`src/rtl/alu_exec_ctrl.sv`:
```
// Execute-stage sequencer in front of a combinational 8-bit ALU: fetches operands
// from a small register file, drives the ALU, then writes back result and flags.
module alu_exec_ctrl #(
    parameter int DATA_W = 8,
    parameter int REG_AW = 2
) (
    input  logic              clk,
    input  logic              rst_n,
    input  logic              instr_valid,
    output logic              instr_ready,
    input  logic [7:0]        instr_opcode,
    input  logic [REG_AW-1:0] instr_rd,
    input  logic [REG_AW-1:0] instr_rs1,
    input  logic [REG_AW-1:0] instr_rs2,
    input  logic [DATA_W-1:0] instr_imm,
    output logic [7:0]        alu_opcode,
    output logic [DATA_W-1:0] alu_a,
    output logic [DATA_W-1:0] alu_b,
    input  logic [DATA_W-1:0] alu_result,
    input  logic              alu_zero,
    input  logic              alu_carry,
    input  logic              alu_negative,
    output logic [2:0]        flags,
    output logic              done,
    output logic              illegal,
    input  logic [REG_AW-1:0] dbg_addr,
    output logic [DATA_W-1:0] dbg_data,
    output logic [2:0]        dbg_state
);

    // Handshake: an instruction transfers on a rising edge where instr_valid and
    // instr_ready are both high; instr_ready is high only while the sequencer is idle.

    localparam logic [2:0] S_IDLE = 3'd0;
    localparam logic [2:0] S_RD_A = 3'd1;
    localparam logic [2:0] S_RD_B = 3'd2;
    localparam logic [2:0] S_EXEC = 3'd3;
    localparam logic [2:0] S_WB   = 3'd4;

    localparam int NREGS = 1 << REG_AW;

    localparam logic [7:0] OP_XOR   = 8'h04;
    localparam logic [7:0] OP_LOADI = 8'h10;

    logic [2:0]        state;
    logic [DATA_W-1:0] regs [NREGS];

    logic [7:0]        op_q;
    logic [REG_AW-1:0] rd_q;
    logic [REG_AW-1:0] rs1_q;
    logic [REG_AW-1:0] rs2_q;
    logic [DATA_W-1:0] imm_q;
    logic [DATA_W-1:0] res_q;
    logic [2:0]        flg_q;

    logic              accept;
    logic              in_is_alu;
    logic              op_is_alu;
    logic              op_is_loadi;
    logic [REG_AW-1:0] rd_addr;
    logic [DATA_W-1:0] rd_data;

    // Opcodes 0x00..0x04 go through the ALU; LOADI bypasses it.
    assign in_is_alu   = (instr_opcode <= OP_XOR);
    assign op_is_alu   = (op_q <= OP_XOR);
    assign op_is_loadi = (op_q == OP_LOADI);

    assign accept      = instr_valid && (state == S_IDLE);
    assign instr_ready = (state == S_IDLE);
    assign done        = (state == S_WB);
    assign illegal     = (state == S_WB) && !op_is_alu && !op_is_loadi;
    assign dbg_state   = state;

    // Single operand read port, time-shared between the two read states.
    assign rd_addr  = (state == S_RD_A) ? rs1_q : rs2_q;
    assign rd_data  = regs[rd_addr];
    assign dbg_data = regs[dbg_addr];

    always_ff @(posedge clk or negedge rst_n) begin
        if (!rst_n) begin
            state      <= S_IDLE;
            op_q       <= '0;
            rd_q       <= '0;
            rs1_q      <= '0;
            rs2_q      <= '0;
            imm_q      <= '0;
            res_q      <= '0;
            flg_q      <= '0;
            alu_opcode <= '0;
            alu_a      <= '0;
            alu_b      <= '0;
            flags      <= '0;
        end else begin
            case (state)
                S_IDLE: begin
                    if (accept) begin
                        op_q  <= instr_opcode;
                        rd_q  <= instr_rd;
                        rs1_q <= instr_rs1;
                        rs2_q <= instr_rs2;
                        imm_q <= instr_imm;
                        state <= in_is_alu ? S_RD_A : S_WB;
                    end
                end
                S_RD_A: begin
                    alu_a <= rd_data;
                    state <= S_RD_B;
                end
                S_RD_B: begin
                    alu_b      <= rd_data;
                    alu_opcode <= op_q;
                    state      <= S_EXEC;
                end
                S_EXEC: begin
                    res_q <= alu_result;
                    flg_q <= {alu_zero, alu_carry, alu_negative};
                    state <= S_WB;
                end
                S_WB: begin
                    if (op_is_alu) begin
                        flags <= flg_q;
                    end
                    state <= S_IDLE;
                end
                default: state <= S_IDLE;
            endcase
        end
    end

    // Register file is written only at the end of the write-back cycle.
    always_ff @(posedge clk or negedge rst_n) begin
        if (!rst_n) begin
            for (int i = 0; i < NREGS; i++) begin
                regs[i] <= '0;
            end
        end else if (state == S_WB) begin
            if (op_is_alu) begin
                regs[rd_q] <= res_q;
            end else if (op_is_loadi) begin
                regs[rd_q] <= imm_q;
            end
        end
    end

endmodule
```
`config.mk`:
```
export PLATFORM = sky130hd
export DESIGN_NAME = alu_exec_ctrl
export DESIGN_NICKNAME = d
export VERILOG_FILES = /design/src/rtl/alu_exec_ctrl.sv
export SDC_FILE = /design/constraint.sdc
export NUM_CORES = 1
export LEC_CHECK = 0
export CAP_MARGIN = 5
export CORE_MARGIN = 5
export CORE_UTILIZATION = 54
export CTS_BUF_LIST = sky130_fd_sc_hd__clkbuf_4 sky130_fd_sc_hd__clkbuf_8
export DETAILED_ROUTE_END_ITERATION = 16
export GPL_TIMING_DRIVEN = 0
export PLACE_DENSITY = 0.87
export SYNTH_ARGS = -nofsm -noshare
export SYNTH_HDL_FRONTEND = slang
export SYNTH_SLANG_ARGS = --single-unit
```
`constraint.sdc`:
```
create_clock -name clk -period 2.3 [get_ports clk]
set_input_delay 0.23 -clock clk [delete_from_list [all_inputs] [get_ports clk]]
set_output_delay 0.23 -clock clk [all_outputs]
set_load 0.05 [all_outputs]
```
==> run_results.csv, run 1 <==
group,metric,value,unit
synth,synth_ff_type,"dfrtp_1",
place,routabilityCongestion,0.791,
power_and_ir_drop,total_power,7.81,mW
drt,drc,0,
worst_setup_path,cp_cell_sequence,"mux4_2, clkdlybuf4s50_1",
flow_run,maxCapViolations,0,
power_and_ir_drop,sw_frac_of_total,0.411,
synth,synth_top_cell_area_share,0.564,
clock_tree,clk_pin_slew_worst_paths,0.10,ns
clock_tree,root_buffer,"clkbuf_8",
worst_setup_path,critical_path_class,"reg -> out",
worst_setup_path,cp_data_arrival_time,1.97,ns
die,dieWidth,98.4,um
drt,drt-vias-per-instance,5.60,
worst_setup_path,cp-start-kind,"register",
place,dp_cells,470,
power_and_ir_drop,peakVddDrop,0.711,mV
power_and_ir_drop,seqPwrFrac,0.366,
synth,syn_inst,291,
clock_tree,cts_buffers,9,
power_and_ir_drop,p_sw,3.21,mW
synth,syn_area,0.00422,sq mm
grt,grt_use_total,0.191,
sta,fin_crit,2.20,ns
synth,yosysTopAreaCell,"dfrtp_1",
drt,drt_iter0_markers,172,
cells_and_area,antenna_cells,0,
place,dpl.hpwl,6.51,mm
worst_setup_path,r2r_slack,0.12,ns
worst_setup_path,max_stage_delay,0.72,ns
synth,synth.top_cells.by_count,"95 x dfrtp_1, 83 x mux2_2, 20 x nand2_1",
place,post-place-ws,-0.0265,ns
sta,fin_skew,0.0151,ns
die,start_util,0.551,
synth,ys_seq_area_frac,0.564,
die,core,0.00765,sq mm
grt,first_global_vias,2864,
power_and_ir_drop,p_int,4.60,mW
drt,wl,9.01,mm
die,dieArea,0.00968,sq mm
power_and_ir_drop,power_frac_comb,0.479,
cells_and_area,final_cells,494,
worst_setup_path,required,2.07,ns
clock_tree,cts_buffer_depth,2,
drt,drt_pass1_iterations,4,
synth,synth_area_leaders,"dfrtp_1 56%, mux2_2 22%, mux4_2 4.3%, mux2i_1 3.8%, o221ai_1 3.3%",
synth,syn_avg_cell_area,14.5,sq um
run_status,status,"finished clean",
drt,route.antenna.remaining_nets,0,
grt,grt_max_degree,52,
synth,yosysMostFrequentCell,"dfrtp_1",
synth,synth.ff_latch_count,95,
die,io_pins,79,
die,rows,32,
clock_tree,clock_latency,0.35,ns
grt,antenna_found_initial,0,
worst_setup_path,crit_slowest_cell,"clkdlybuf4s50_1",
synth,synth_nets,329,
sta,setup_viol,0,
sta,rsz0062_at_grt,"no",
worst_setup_path,critPathMaxFanout,3,
grt,grt_pass1_wl,14.6,mm
sta,worst_pin_slew,0.715,ns
clock_tree,h-tree-depth,3,
drt,routedWlPerCell,18.2,um
worst_setup_path,r2r-start,"dbg_state[1]$_DFFE_PN0P_",
place,post_dp_cell_area,0.00518,sq mm
power_and_ir_drop,p_leak,2.38,nW
cells_and_area,area_growth,29.6,%
cells_and_area,nNetsFinal,425,
place,port_buffers,76,
worst_setup_path,critPathCaptureType,"primary output",
clock_tree,clock_sinks,95,
synth,synth_warnings,0,
sta,post-route-period-util,0.958,
synth,async_reset_ff_frac,1.00,
sta,maxSlewViolCount,0,
die,fp.dieH,98.4,um
sta,hold_viol,0,
cells_and_area,design_area,0.00547,sq mm
synth,synth.distinct_cells,32,
sta,worst_slack,0.0964,ns
hold_path,hold_path_class,"in -> async",
worst_setup_path,worstSetupStartpoint,"regs[27]$_DFFE_PN0P_",
synth,synth_edf_count,0,
grt,grt_overflow,0,
drt,via_count,2765,
sta,max_freq,454,MHz
clock_tree,cts_tree,"done",
cells_and_area,drive_above_1_share,0.349,
sta,slew_headroom,0.519,
power_and_ir_drop,power_density,1430,mW/mm^2
power_and_ir_drop,clkPwrFrac,0.155,
==> repair_timing <==
item,in CTS,in global routing
endpoints found under the setup margin,10,11
gates resized for setup,3,0
endpoints found under the hold margin,50,0
hold buffers,1,0
pin swaps,0,2
buffers inserted,0,7
==> metrics by stage <==
stage | hold slack [ns] | util | setup TNS, ns
after floorplan | -0.0656 | - | -5.33
after CTS | 0.433 | 0.708 | 0
after global routing | 0.463 | 0.715 | 0
after detailed placement | 0.296 | 0.678 | -0.107
after global placement | 0.475 | 0.676 | -217.69
final | 0.441 | 0.715 | 0
==> cells in the final DEF, fill, tap and decap left out, types with 4 or more instances in the layout <==
cell type | synthesis | routed
mux4_2 | 8 | 8
o221ai_1 | 16 | 16
nor3_1 | 4 | 4
buf_6 | 1 | 4
mux2i_1 | 16 | 16
mux2_2 | 83 | 77
mux2_4 | 0 | 6
nand2_1 | 20 | 20
clkbuf_1 | 6 | 5
clkdlybuf4s50_1 | 0 | 73
buf_4 | 1 | 8
dfrtp_1 | 95 | 92
clkbuf_8 | 0 | 9
==> state kept, by name, summed over array words and instances (netlist names) <==
signal      count
rs1_q           2
alu_a           8
alu_opcode      8
alu_b           8
dbg_state       3
rs2_q           2
imm_q           8
flg_q           3
res_q           8
op_q            8
rd_q            2
regs           32
flags           3
==> per-layer routing <==
metal | GRT usage | vias to the layer above | share of wire
li1 | - | 1274 | -
met5 | 0 | - | 0
met1 | 0.260 | 1406 | 0.45
met2 | 0.309 | 79 | 0.50
met3 | 0.0400 | 6 | 0.049
met4 | 0.0588 | 0 | 0.0087
==> power by group through the flow <==
stage	combinational (mW)	clock (mW)	sequential, mW
finish	3.74	1.21	2.86
global route	3.95	1.29	2.95
CTS	3.72	1.22	2.86
detailed placement	3.70	0	2.89
global placement	3.63	0	2.84
floorplan	1.74	0	3.67
==> cell families (layout without fill, tap and decap cells) <==
family / after synthesis / count (layout) / synth area share
xor+xnor: 1 / 1 / 0.00208
flops: 95 / 95 / 0.564
compound gates: 22 / 22 / 0.0407
buf+inv: 17 / 118 / 0.0220
mux: 108 / 108 / 0.308
simple gates: 48 / 48 / 0.0638
==> final timing paths <==
| path | depth (start not counted) | endpoint |
|---|---|---|
| max reg2reg | 5 | imm_q[1]$_DFFE_PN0P_ |
| min in group clk | 3 | rs1_q[0]$_DFFE_PN0P_ |
| min | 2 | alu_opcode[6]$_DFFE_PN0N_ |
| max in group asynchronous | 3 | regs[2]$_DFFE_PN0P_ |
| min reg2reg | 2 | alu_a[0]$_DFFE_PN0P_ |
| max | 2 | dbg_data[3] |
==> worst max-delay path, delay by kind of cell (launching register included) <==
kind | cells | cell delay, ns
mux | 1 | 0.47
buf+inv | 1 | 0.72
flops | 1 | 0.43
==> area by class of cell <==
type,count,area (sq um)
clock buffer,9,124
buffer,16,106
inverter,1,3.75
tap,102,128
multi-input combinational,179,1790
clock inverter,7,96.3
timing repair buffer,85,838
sequential,95,2380
fill,522,2180
Power figures use the tool's default switching activity.
==> inputs of run 2 (changes only) <==
--- a/config.mk
+++ b/config.mk
@@ -12,6 +12,7 @@
 export DETAILED_ROUTE_END_ITERATION = 16
 export GPL_TIMING_DRIVEN = 0
 export PLACE_DENSITY = 0.87
+export RECOVER_POWER = 25
 export SYNTH_ARGS = -nofsm -noshare
 export SYNTH_HDL_FRONTEND = slang
 export SYNTH_SLANG_ARGS = --single-unit
==> run 2 against run 1 <==
  * Power hardly changed
  * Combinational power hardly changed
  * Global-route usage is the same
  * Maximum frequency unchanged
  * Setup slack stayed put
  * Die area stayed put
  * Largest power group unchanged
  * Largest cell class unchanged
  * First-iteration DRC count stayed put
  * Sequential share of layout area about the same
  * Final cell count unchanged
==> run_results.csv, run 2 (synthesis results as in run 1) <==
group,metric,value,unit
run_status,status,"finished clean",
cells_and_area,largest_reg_flops,32,
cells_and_area,antenna_cells,0,
hold_path,hold_path_class,"in -> reg",
drt,drt-vias-per-instance,5.60,
worst_setup_path,worstSetupStartpoint,"regs[27]$_DFFE_PN0P_",
place,dp_cells,470,
worst_setup_path,cp-start-kind,"register",
cells_and_area,area_growth,29.6,%
worst_setup_path,required,2.07,ns
sta,slew_headroom,0.166,
sta,worst_slack,0.0964,ns
place,port_buffers,76,
sta,fin_skew,0.0151,ns
clock_tree,cts_buffer_depth,2,
worst_setup_path,cp_cell_sequence,"mux4_2, clkdlybuf4s50_1",
clock_tree,root_buffer,"clkbuf_8",
worst_setup_path,critPathCaptureType,"primary output",
worst_setup_path,critical_path_class,"reg -> out",
place,routabilityCongestion,0.791,
clock_tree,clk_pin_slew_worst_paths,0.10,ns
grt,grt_overflow,0,
cells_and_area,n_fill_cell,523,
die,fp.dieH,98.4,um
place,post_dp_cell_area,0.00518,sq mm
die,rows,32,
cells_and_area,design_area,0.00546,sq mm
clock_tree,cts_tree,"done",
power_and_ir_drop,power_density,1430,mW/mm^2
drt,routedWlPerCell,18.2,um
power_and_ir_drop,p_leak,2.38,nW
clock_tree,h-tree-depth,3,
place,dpl.hpwl,6.51,mm
flow_run,maxCapViolations,0,
cells_and_area,drive_above_1_share,0.349,
power_and_ir_drop,peakVddDrop,0.712,mV
clock_tree,cts_buffers,9,
sta,max_freq,454,MHz
sta,maxSlewViolCount,0,
die,dieArea,0.00968,sq mm
worst_setup_path,cp_data_arrival_time,1.97,ns
sta,timing.hold.ws,0.443,ns
die,core,0.00765,sq mm
worst_setup_path,crit_end,"dbg_data[3]",
cells_and_area,nNetsFinal,425,
cells_and_area,multi_input_area,0.00179,sq mm
sta,worst_pin_slew,1.25,ns
place,post-place-ws,-0.0265,ns
clock_tree,clock_latency,0.35,ns
cells_and_area,seq_area,0.00238,sq mm
worst_setup_path,cp_num_buf_inv,1,
worst_setup_path,max_stage_delay,0.72,ns
sta,hold_viol,0,
drt,drt_iter0_markers,172,
drt,wl,9.01,mm
die,io_pins,79,
worst_setup_path,timing.rr.end,"imm_q[1]$_DFFE_PN0P_",
grt,antenna_found_initial,0,
die,start_util,0.551,
drt,drc,0,
drt,drt_pass1_iterations,4,
grt,grt_use_total,0.191,
drt,via_count,2765,
sta,setup_viol,0,
grt,grt_pass1_wl,14.6,mm
drt,route.antenna.remaining_nets,0,
worst_setup_path,crit_slowest_cell,"clkdlybuf4s50_1",
grt,first_global_vias,2864,
cells_and_area,final_cell_mix,"92 x dfrtp_1, 77 x mux2_2, 72 x clkdlybuf4s50_1, 20 x nand2_1",
cells_and_area,final_cells,494,
grt,grt_max_degree,52,
worst_setup_path,rr_worst_depth,5,
die,dieWidth,98.4,um
worst_setup_path,r2r_slack,0.12,ns
cells_and_area,layout_commonest_cell,"dfrtp_1",
sta,fin_crit,2.20,ns
worst_setup_path,critPathMaxFanout,3,
sta,post-route-period-util,0.958,
worst_setup_path,r2r-start,"dbg_state[1]$_DFFE_PN0P_",
worst_setup_path,crit_cells,2,
clock_tree,clock_sinks,95,
sta,rsz0062_at_grt,"no",
worst_setup_path,crit_family,"buffers and inverters",
cells_and_area,top_register,"regs",
==> run 2: per-layer routing <==
metal	vias to the layer above	GRT usage	routed length, um
met3	6	0.0400	439
met5	-	0	0
met1	1406	0.260	4010
met4	0	0.0588	78
met2	79	0.309	4480
li1	1274	-	-
==> run 2: layout make-up <==
class	instances	area share
Multi-Input combinational cell	179	0.327
Timing Repair Buffer	85	0.153
Buffer	16	0.0195
Sequential cell	95	0.436
Inverter	1	0.000687
Tap cell	102	0.0234
Clock buffer	9	0.0227
Clock inverter	7	0.0176
==> run 2: tightest hold or removal path: stages <==
cell and delay [ns]:
clkdlybuf4s50_1 0.40, nand2_1 0.05, o21ai_0 0.07
==> run 2: how the worst min path moves through the flow <==
| stage | start | slack, ns | depth (start not counted) | end |
|---|---|---|---|---|
| floorplan | rst_n | -0.07 | 0 | alu_a[0]$_DFFE_PN0P_ |
| global placement | alu_a[4]$_DFFE_PN0P_ | 0.48 | 2 | alu_a[4]$_DFFE_PN0P_ |
| detailed placement | rst_n | 0.30 | 1 | alu_opcode[6]$_DFFE_PN0N_ |
| CTS | instr_rs1[0] | 0.43 | 3 | rs1_q[0]$_DFFE_PN0P_ |
| global route | instr_rs1[0] | 0.46 | 3 | rs1_q[0]$_DFFE_PN0P_ |
| finish | instr_rs1[0] | 0.44 | 3 | rs1_q[0]$_DFFE_PN0P_ |
==> run 2: repair_timing <==
action,4_1_cts,5_1_grt
resized for setup,3,0
pin swaps,0,2
endpoints found under the setup margin,10,11
hold buffers,1,0
endpoints found under the hold margin,50,0
setup buffers,0,7
==> run 2: where the power goes <==
part	internal [mW]	total [mW]	switching (mW)	leakage [nW]
sequential	2.38	2.86	0.482	1.22
clock	0.614	1.21	0.594	0.102
combinational	1.61	3.74	2.14	1.06
total	4.60	7.81	3.21	2.38
==> run 2: per-stage QoR <==
stage / TNS [ns] / total power, mW / utilization
6_report: 0 / 7.81 / 0.714
4_1_cts: 0 / 7.80 / 0.708
2_1_floorplan: -5.33 / 5.41 / -
3_5_place_dp: -0.107 / 6.59 / 0.678
3_3_place_gp: -217.69 / 6.47 / 0.676
5_1_grt: 0 / 8.20 / 0.714
